### config.mk
export PLATFORM = sky130hd
export DESIGN_NAME = frecuencia_consigna
export DESIGN_NICKNAME = d
export VERILOG_FILES = /design/src/rtl/frecuencia_pkg.sv /design/src/rtl/frecuencia_consigna_boton_antirrebote.sv /design/src/rtl/frecuencia_consigna.sv
export SDC_FILE = /design/constraint.sdc
export NUM_CORES = 1
export LEC_CHECK = 0
export BUFFER_PORTS_ARGS = -buffer_cell sky130_fd_sc_hd__buf_4
export CAP_MARGIN = 15
export CORE_UTILIZATION = 60
export CTS_CLUSTER_SIZE = 30
export DETAILED_ROUTE_END_ITERATION = 10
export PLACE_DENSITY = 0.81
export SYNTH_ARGS = -nofsm -noshare
export SYNTH_HDL_FRONTEND = slang
export SYNTH_SLANG_ARGS = --single-unit
### constraint.sdc
create_clock -name clock -period 3.8 [get_ports clock]
set_input_delay 0.19 -clock clock [delete_from_list [all_inputs] [get_ports clock]]
set_output_delay 0.19 -clock clock [all_outputs]
set_load 0.005 [all_outputs]
### src/rtl/frecuencia_pkg.sv
// rtl/frecuencia_pkg.sv - shared types and saturating arithmetic for the frequency setpoint
package frecuencia_pkg;

  typedef enum logic [1:0] {LIBRE, PULSADO, REPITE} estado_t;

  // Operands are zero-extended from the setpoint width; one guard bit catches carry/borrow.
  localparam int FW = 32;

  function automatic logic [FW-1:0] suma_sat(input logic [FW-1:0] a,
                                             input logic [FW-1:0] b,
                                             input logic [FW-1:0] tope);
    logic [FW:0] s;
    s = {1'b0, a} + {1'b0, b};
    return (s > {1'b0, tope}) ? tope : s[FW-1:0];
  endfunction

  function automatic logic [FW-1:0] resta_sat(input logic [FW-1:0] a,
                                              input logic [FW-1:0] b,
                                              input logic [FW-1:0] piso);
    logic [FW:0] d;
    d = {1'b0, a} - {1'b0, b};
    return (d[FW] || (d[FW-1:0] < piso)) ? piso : d[FW-1:0];
  endfunction

  function automatic logic [FW-1:0] limita(input logic [FW-1:0] v,
                                           input logic [FW-1:0] piso,
                                           input logic [FW-1:0] tope);
    if (v < piso) return piso;
    if (v > tope) return tope;
    return v;
  endfunction

endpackage

### src/rtl/frecuencia_consigna_boton_antirrebote.sv
// rtl/frecuencia_consigna_boton_antirrebote.sv - button synchroniser, debounce and hold-to-repeat
module boton_antirrebote
  import frecuencia_pkg::*;
#(
  parameter int DEB_CICLOS  = 500000,
  parameter int REP_RETARDO = 25000000,
  parameter int REP_PERIODO = 5000000
) (
  input  logic clk,
  input  logic rst_n,
  input  logic boton,
  output logic evento
);

  localparam int DW   = $clog2(DEB_CICLOS + 1);
  localparam int RMAX = (REP_RETARDO > REP_PERIODO) ? REP_RETARDO : REP_PERIODO;
  localparam int RW   = $clog2(RMAX + 1);
  localparam logic [DW-1:0] DEB_FIN = DW'(DEB_CICLOS - 1);
  localparam logic [RW-1:0] RET_FIN = RW'((REP_RETARDO > 0) ? REP_RETARDO - 1 : 0);
  localparam logic [RW-1:0] PER_FIN = RW'(REP_PERIODO - 1);

  logic          s1, s2, estable;
  logic [DW-1:0] cnt_deb;
  logic [RW-1:0] cnt_rep;
  estado_t       estado;
  logic          confirma;

  // The debounced state flips on this cycle; the FSM reacts on the same edge.
  assign confirma = (s2 != estable) && (cnt_deb == DEB_FIN);

  always_ff @(posedge clk or negedge rst_n) begin
    if (!rst_n) begin
      s1      <= 1'b1;
      s2      <= 1'b1;
      estable <= 1'b1;
      cnt_deb <= '0;
      cnt_rep <= '0;
      estado  <= LIBRE;
      evento  <= 1'b0;
    end else begin
      s1     <= boton;
      s2     <= s1;
      evento <= 1'b0;

      if (s2 == estable)  cnt_deb <= '0;
      else if (confirma) begin
        cnt_deb <= '0;
        estable <= s2;
      end else            cnt_deb <= cnt_deb + 1'b1;

      if (confirma && !s2) begin
        estado  <= PULSADO;
        cnt_rep <= '0;
        evento  <= 1'b1;
      end else if (confirma && s2) begin
        estado  <= LIBRE;
        cnt_rep <= '0;
      end else begin
        case (estado)
          PULSADO: if (REP_RETARDO != 0) begin
            if (cnt_rep == RET_FIN) begin
              estado  <= REPITE;
              cnt_rep <= '0;
              evento  <= 1'b1;
            end else cnt_rep <= cnt_rep + 1'b1;
          end
          REPITE: begin
            if (cnt_rep == PER_FIN) begin
              cnt_rep <= '0;
              evento  <= 1'b1;
            end else cnt_rep <= cnt_rep + 1'b1;
          end
          default: cnt_rep <= '0;
        endcase
      end
    end
  end

endmodule

### src/rtl/frecuencia_consigna.sv
// rtl/frecuencia_consigna.sv - clamped frequency setpoint driven by buttons and UART loads
module frecuencia_consigna
  import frecuencia_pkg::*;
#(
  parameter int ANCHO       = 8,
  parameter int F_DEFECTO   = 60,
  parameter int F_MIN       = 1,
  parameter int F_MAX       = 200,
  parameter int PASO_FINO   = 1,
  parameter int PASO_GRUESO = 10,
  parameter int DEB_CICLOS  = 500000,
  parameter int REP_RETARDO = 25000000,
  parameter int REP_PERIODO = 5000000
) (
  input  logic             clock,
  input  logic             Restablecer,
  input  logic             Aumenta,
  input  logic             Disminuye,
  input  logic             Paso,
  input  logic             Selec,
  input  logic [ANCHO-1:0] Rx,
  input  logic             Rx_valido,
  output logic [ANCHO-1:0] Frec,
  output logic             Frec_act,
  output logic             Limite
);

  if (F_MIN > F_DEFECTO || F_DEFECTO > F_MAX || F_MAX > (2 ** ANCHO) - 1 ||
      PASO_FINO < 1 || PASO_GRUESO < 1 || DEB_CICLOS < 1 || REP_PERIODO < 1) begin : g_param_error
    $fatal(1, "frecuencia_consigna: invalid parameter set");
  end

  localparam logic [ANCHO-1:0] V_MIN = ANCHO'(F_MIN);
  localparam logic [ANCHO-1:0] V_MAX = ANCHO'(F_MAX);

  logic             paso_m, paso_s;
  logic             ev_up, ev_dn;
  logic [FW-1:0]    paso_v;
  logic [ANCHO-1:0] frec_sig;

  always_ff @(posedge clock or negedge Restablecer) begin
    if (!Restablecer) begin
      paso_m <= 1'b1;
      paso_s <= 1'b1;
    end else begin
      paso_m <= Paso;
      paso_s <= paso_m;
    end
  end

  boton_antirrebote #(
    .DEB_CICLOS(DEB_CICLOS), .REP_RETARDO(REP_RETARDO), .REP_PERIODO(REP_PERIODO)
  ) u_aumenta (
    .clk(clock), .rst_n(Restablecer), .boton(Aumenta), .evento(ev_up)
  );

  boton_antirrebote #(
    .DEB_CICLOS(DEB_CICLOS), .REP_RETARDO(REP_RETARDO), .REP_PERIODO(REP_PERIODO)
  ) u_disminuye (
    .clk(clock), .rst_n(Restablecer), .boton(Disminuye), .evento(ev_dn)
  );

  // A UART load wins outright; opposing step events in one cycle cancel.
  always_comb begin
    paso_v   = paso_s ? FW'(PASO_GRUESO) : FW'(PASO_FINO);
    frec_sig = Frec;
    if (Selec && Rx_valido)
      frec_sig = ANCHO'(limita(FW'(Rx), FW'(F_MIN), FW'(F_MAX)));
    else if (ev_up && !ev_dn)
      frec_sig = ANCHO'(suma_sat(FW'(Frec), paso_v, FW'(F_MAX)));
    else if (ev_dn && !ev_up)
      frec_sig = ANCHO'(resta_sat(FW'(Frec), paso_v, FW'(F_MIN)));
  end

  always_ff @(posedge clock or negedge Restablecer) begin
    if (!Restablecer) begin
      Frec     <= ANCHO'(F_DEFECTO);
      Frec_act <= 1'b0;
      Limite   <= (F_DEFECTO == F_MIN) || (F_DEFECTO == F_MAX);
    end else begin
      Frec     <= frec_sig;
      Frec_act <= (frec_sig != Frec);
      Limite   <= (frec_sig == V_MIN) || (frec_sig == V_MAX);
    end
  end

endmodule
==> metrics.csv <==
metric,value,unit
status,finished clean,
Initial Util,62.5,%
most frequent cells in the layout,"nor2_1, dfrtp_1, nand2_1",
Ports,25,
#FFs+latches synth,112,
number of global-route vias before repair,5204,
share of the synthesized area in the top cell type,38.5,%
Final Critical Period,3.49,ns
setup_tns,0,ns
mapped cell area,6510,µm²
Seq. cell area,2820,µm²
TritonCTS buffer count,9,
Synth area leader,dfrtp_1,
leakage,2.82,nW
share of post-route cells with drive strength above 1,10.0,%
Die W,106,µm
FF-to-FF path depth,13,
ant diodes,0,
Peak VDD IR,0.340,mV
routed vias/inst,5.97,
Post-synth ARST share,100,%
sequential fraction of the synthesis area,43.3,%
grt ovf,0,
final-report hold violation count,0,
Worst Hold Depth,3,
part of the cycle the worst path needs,91.9,%
# DRC,0,
Post-Place Cell Area,6790,µm²
"EDFF count, synth",0,
area of the multi-input gates,3480,µm²
first-pass GRT wire length,23700,µm
crit-path max FO,7,
"Avg Cell Area, Syn",8.89,µm²
Ys Warns,0,
PortBufs,24,
kind of critical path,register to register,
RSZ-0062 raised after global routing,no,
initial antenna violation count,0,
"commonest non-fill, non-tap cell in the layout",nor2_1,
CTS tree,built,
Max-slew headroom,37.8,%
Tot GR Track Use,26.2,%
Die ar.,11300,µm²
fillcell total,833,
Max Clock Freq,0.286,GHz
antenna-violating nets left,0,
Post-Syn Nets,764,
Starting DRT DRC Count,289,
Hold WC Path Type,primary input to register,
CTS resizes,0,
Hold Slack,0.159,ns
CTS Buffer Depth,2,
crit path launch type,register,
final instance area,7040,µm²
final-report setup violation count,0,
clk_lat worst skew,0.37,ns
HPWL after DPL,9900,µm
CTS Sinks,112,
FP Rows,37,
power per cell area,338,nW/µm²
Max-Cap Viols,0,
ys flop type,dfrtp_1,
Root Buffer,clkbuf_8,
Final Skew,0.0184,ns
routed wire length per instance,15.5,µm
Placer Congestion,0.929,
Pre-Repair DR Iteration Count,6,
crit end category,register,
Die Span Y,106,µm
Core Region,10400,µm²
Synth area leaders,"dfrtp_1, nor2_1, xor2_1, xnor2_1, dfstp_2",
Unique masters post-synth,68,
nets,787,
H-tree depth,3,
"CTS clk-pin slew, worst paths",0.10,ns
"Slew Viols, Final",0,
synthesis-to-finish area growth,8.13,%
CP Data Arrival Time,3.76,ns
Slew @ Worst Pin,0.930,ns
"Req. time, crit path",4.07,ns
vias post-DR,5347,
Mapped Cells,732,
largest net degree at the start of global routing,44,
Total Wirelength,13800,µm
worst max-delay path: stages (launching register included):
cell and delay, ns:
dfstp_2 0.41, inv_1 0.18, ha_1 0.20, inv_1 0.05, fa_1 0.47, nor3b_4 0.35, and4bb_1 0.23, o21ai_0 0.08
o21ai_1 0.11, a21oi_1 0.17, nor2_1 0.20, o21bai_2 0.10, or4_1 0.49, a2111oi_2 0.35
kinds of logic after synthesis:
logic type               synth area share [%]
AND/OR/NAND/NOR                          27.5
adder cells (fa/ha/maj)                  3.50
flip-flops                               43.3
XOR/XNOR                                 11.7
AO/OA/AOI/OAI                            9.40
buffers and inverters                    3.19
multiplexers                             1.44
report_power, final:
part | total, mW | switching (mW) | leakage [nW] | internal [mW]
Combinational | 0.363 | 0.217 | 1.21 | 0.146
Sequential | 1.28 | 0.0622 | 1.50 | 1.22
Clock | 0.729 | 0.398 | 0.102 | 0.330
Total | 2.38 | 0.678 | 2.82 | 1.70
flip-flops by register name (all words and copies together), names as in the netlist, 2 cells and up:
signal,count
u_disminuye.cnt_rep,25
u_disminuye.estado,2
u_disminuye.cnt_deb,19
Frec,8
u_aumenta.estado,2
u_aumenta.cnt_deb,19
u_aumenta.cnt_rep,25
final timing paths:
check,start,endpoint,slack (ns)
max in group asynchronous,Restablecer,Frec[2],2.66
min in group asynchronous,Restablecer,u_aumenta.cnt_rep[16],0.27
setup / recovery,paso_s,Limite,0.31
hold reg to reg,paso_m,paso_s,0.37
setup reg to reg,paso_s,Limite,0.31
hold / removal,Rx[5],Frec[5],0.16
layout make-up:
| cell class | count | share of cell area (%) |
|---|---|---|
| Sequential cell | 112 | 40.0 |
| Clock buffer | 11 | 2.01 |
| Multi-Input combinational cell | 572 | 49.5 |
| Inverter | 27 | 1.44 |
| Timing Repair Buffer | 33 | 3.66 |
| Tap cell | 136 | 2.42 |
| Clock inverter | 5 | 0.942 |
what timing repair did:
item	CTS	global route
endpoints found under the setup margin	0	0
hold buffers	4	0
buffers inserted	0	0
hold endpoints to repair	29	0
cell usage after synthesis (all sizes together), types with 3 or more instances:
cell and count:
a2111oi 3, a211oi 5, a21boi 3, a21oi 24, a31oi 5, and2 4, and3 14, and4 3
buf 8, clkbuf 13, dfrtp 100, dfstp 12, ha 15, inv 27, mux2 3, mux2i 6
nand2 60, nand2b 6, nand3 57, nand4 16, nor2 137, nor2b 13, nor3 15, nor4 12
nor4b 4, o21ai 31, or2 3, or3 8, or4 6, xnor2 41, xor2 46
layer usage:
layer | vias to the layer above | GRT usage, % | routed length [µm]
met5 | - | 0 | 0
met4 | 0 | 8.73 | 173
met3 | 16 | 5.03 | 823
met2 | 166 | 42.0 | 6690
met1 | 2609 | 35.6 | 6150
li1 | 2556 | - | -
stage by stage:
| stage | util (%) | std cells | setup WS (ns) | power, mW |
|---|---|---|---|---|
| finish | 67.6 | 896 | 0.306 | 2.38 |
| CTS | 67.6 | 896 | 0.312 | 2.39 |
| floorplan | - | 732 | 0.643 | 1.53 |
| global route | 67.6 | 896 | 0.0442 | 2.49 |
| global placement | 65.2 | 876 | 0.437 | 1.65 |
| detailed placement | 65.2 | 876 | 0.343 | 1.66 |
Note: power is estimated with default switching activity, not from simulation.
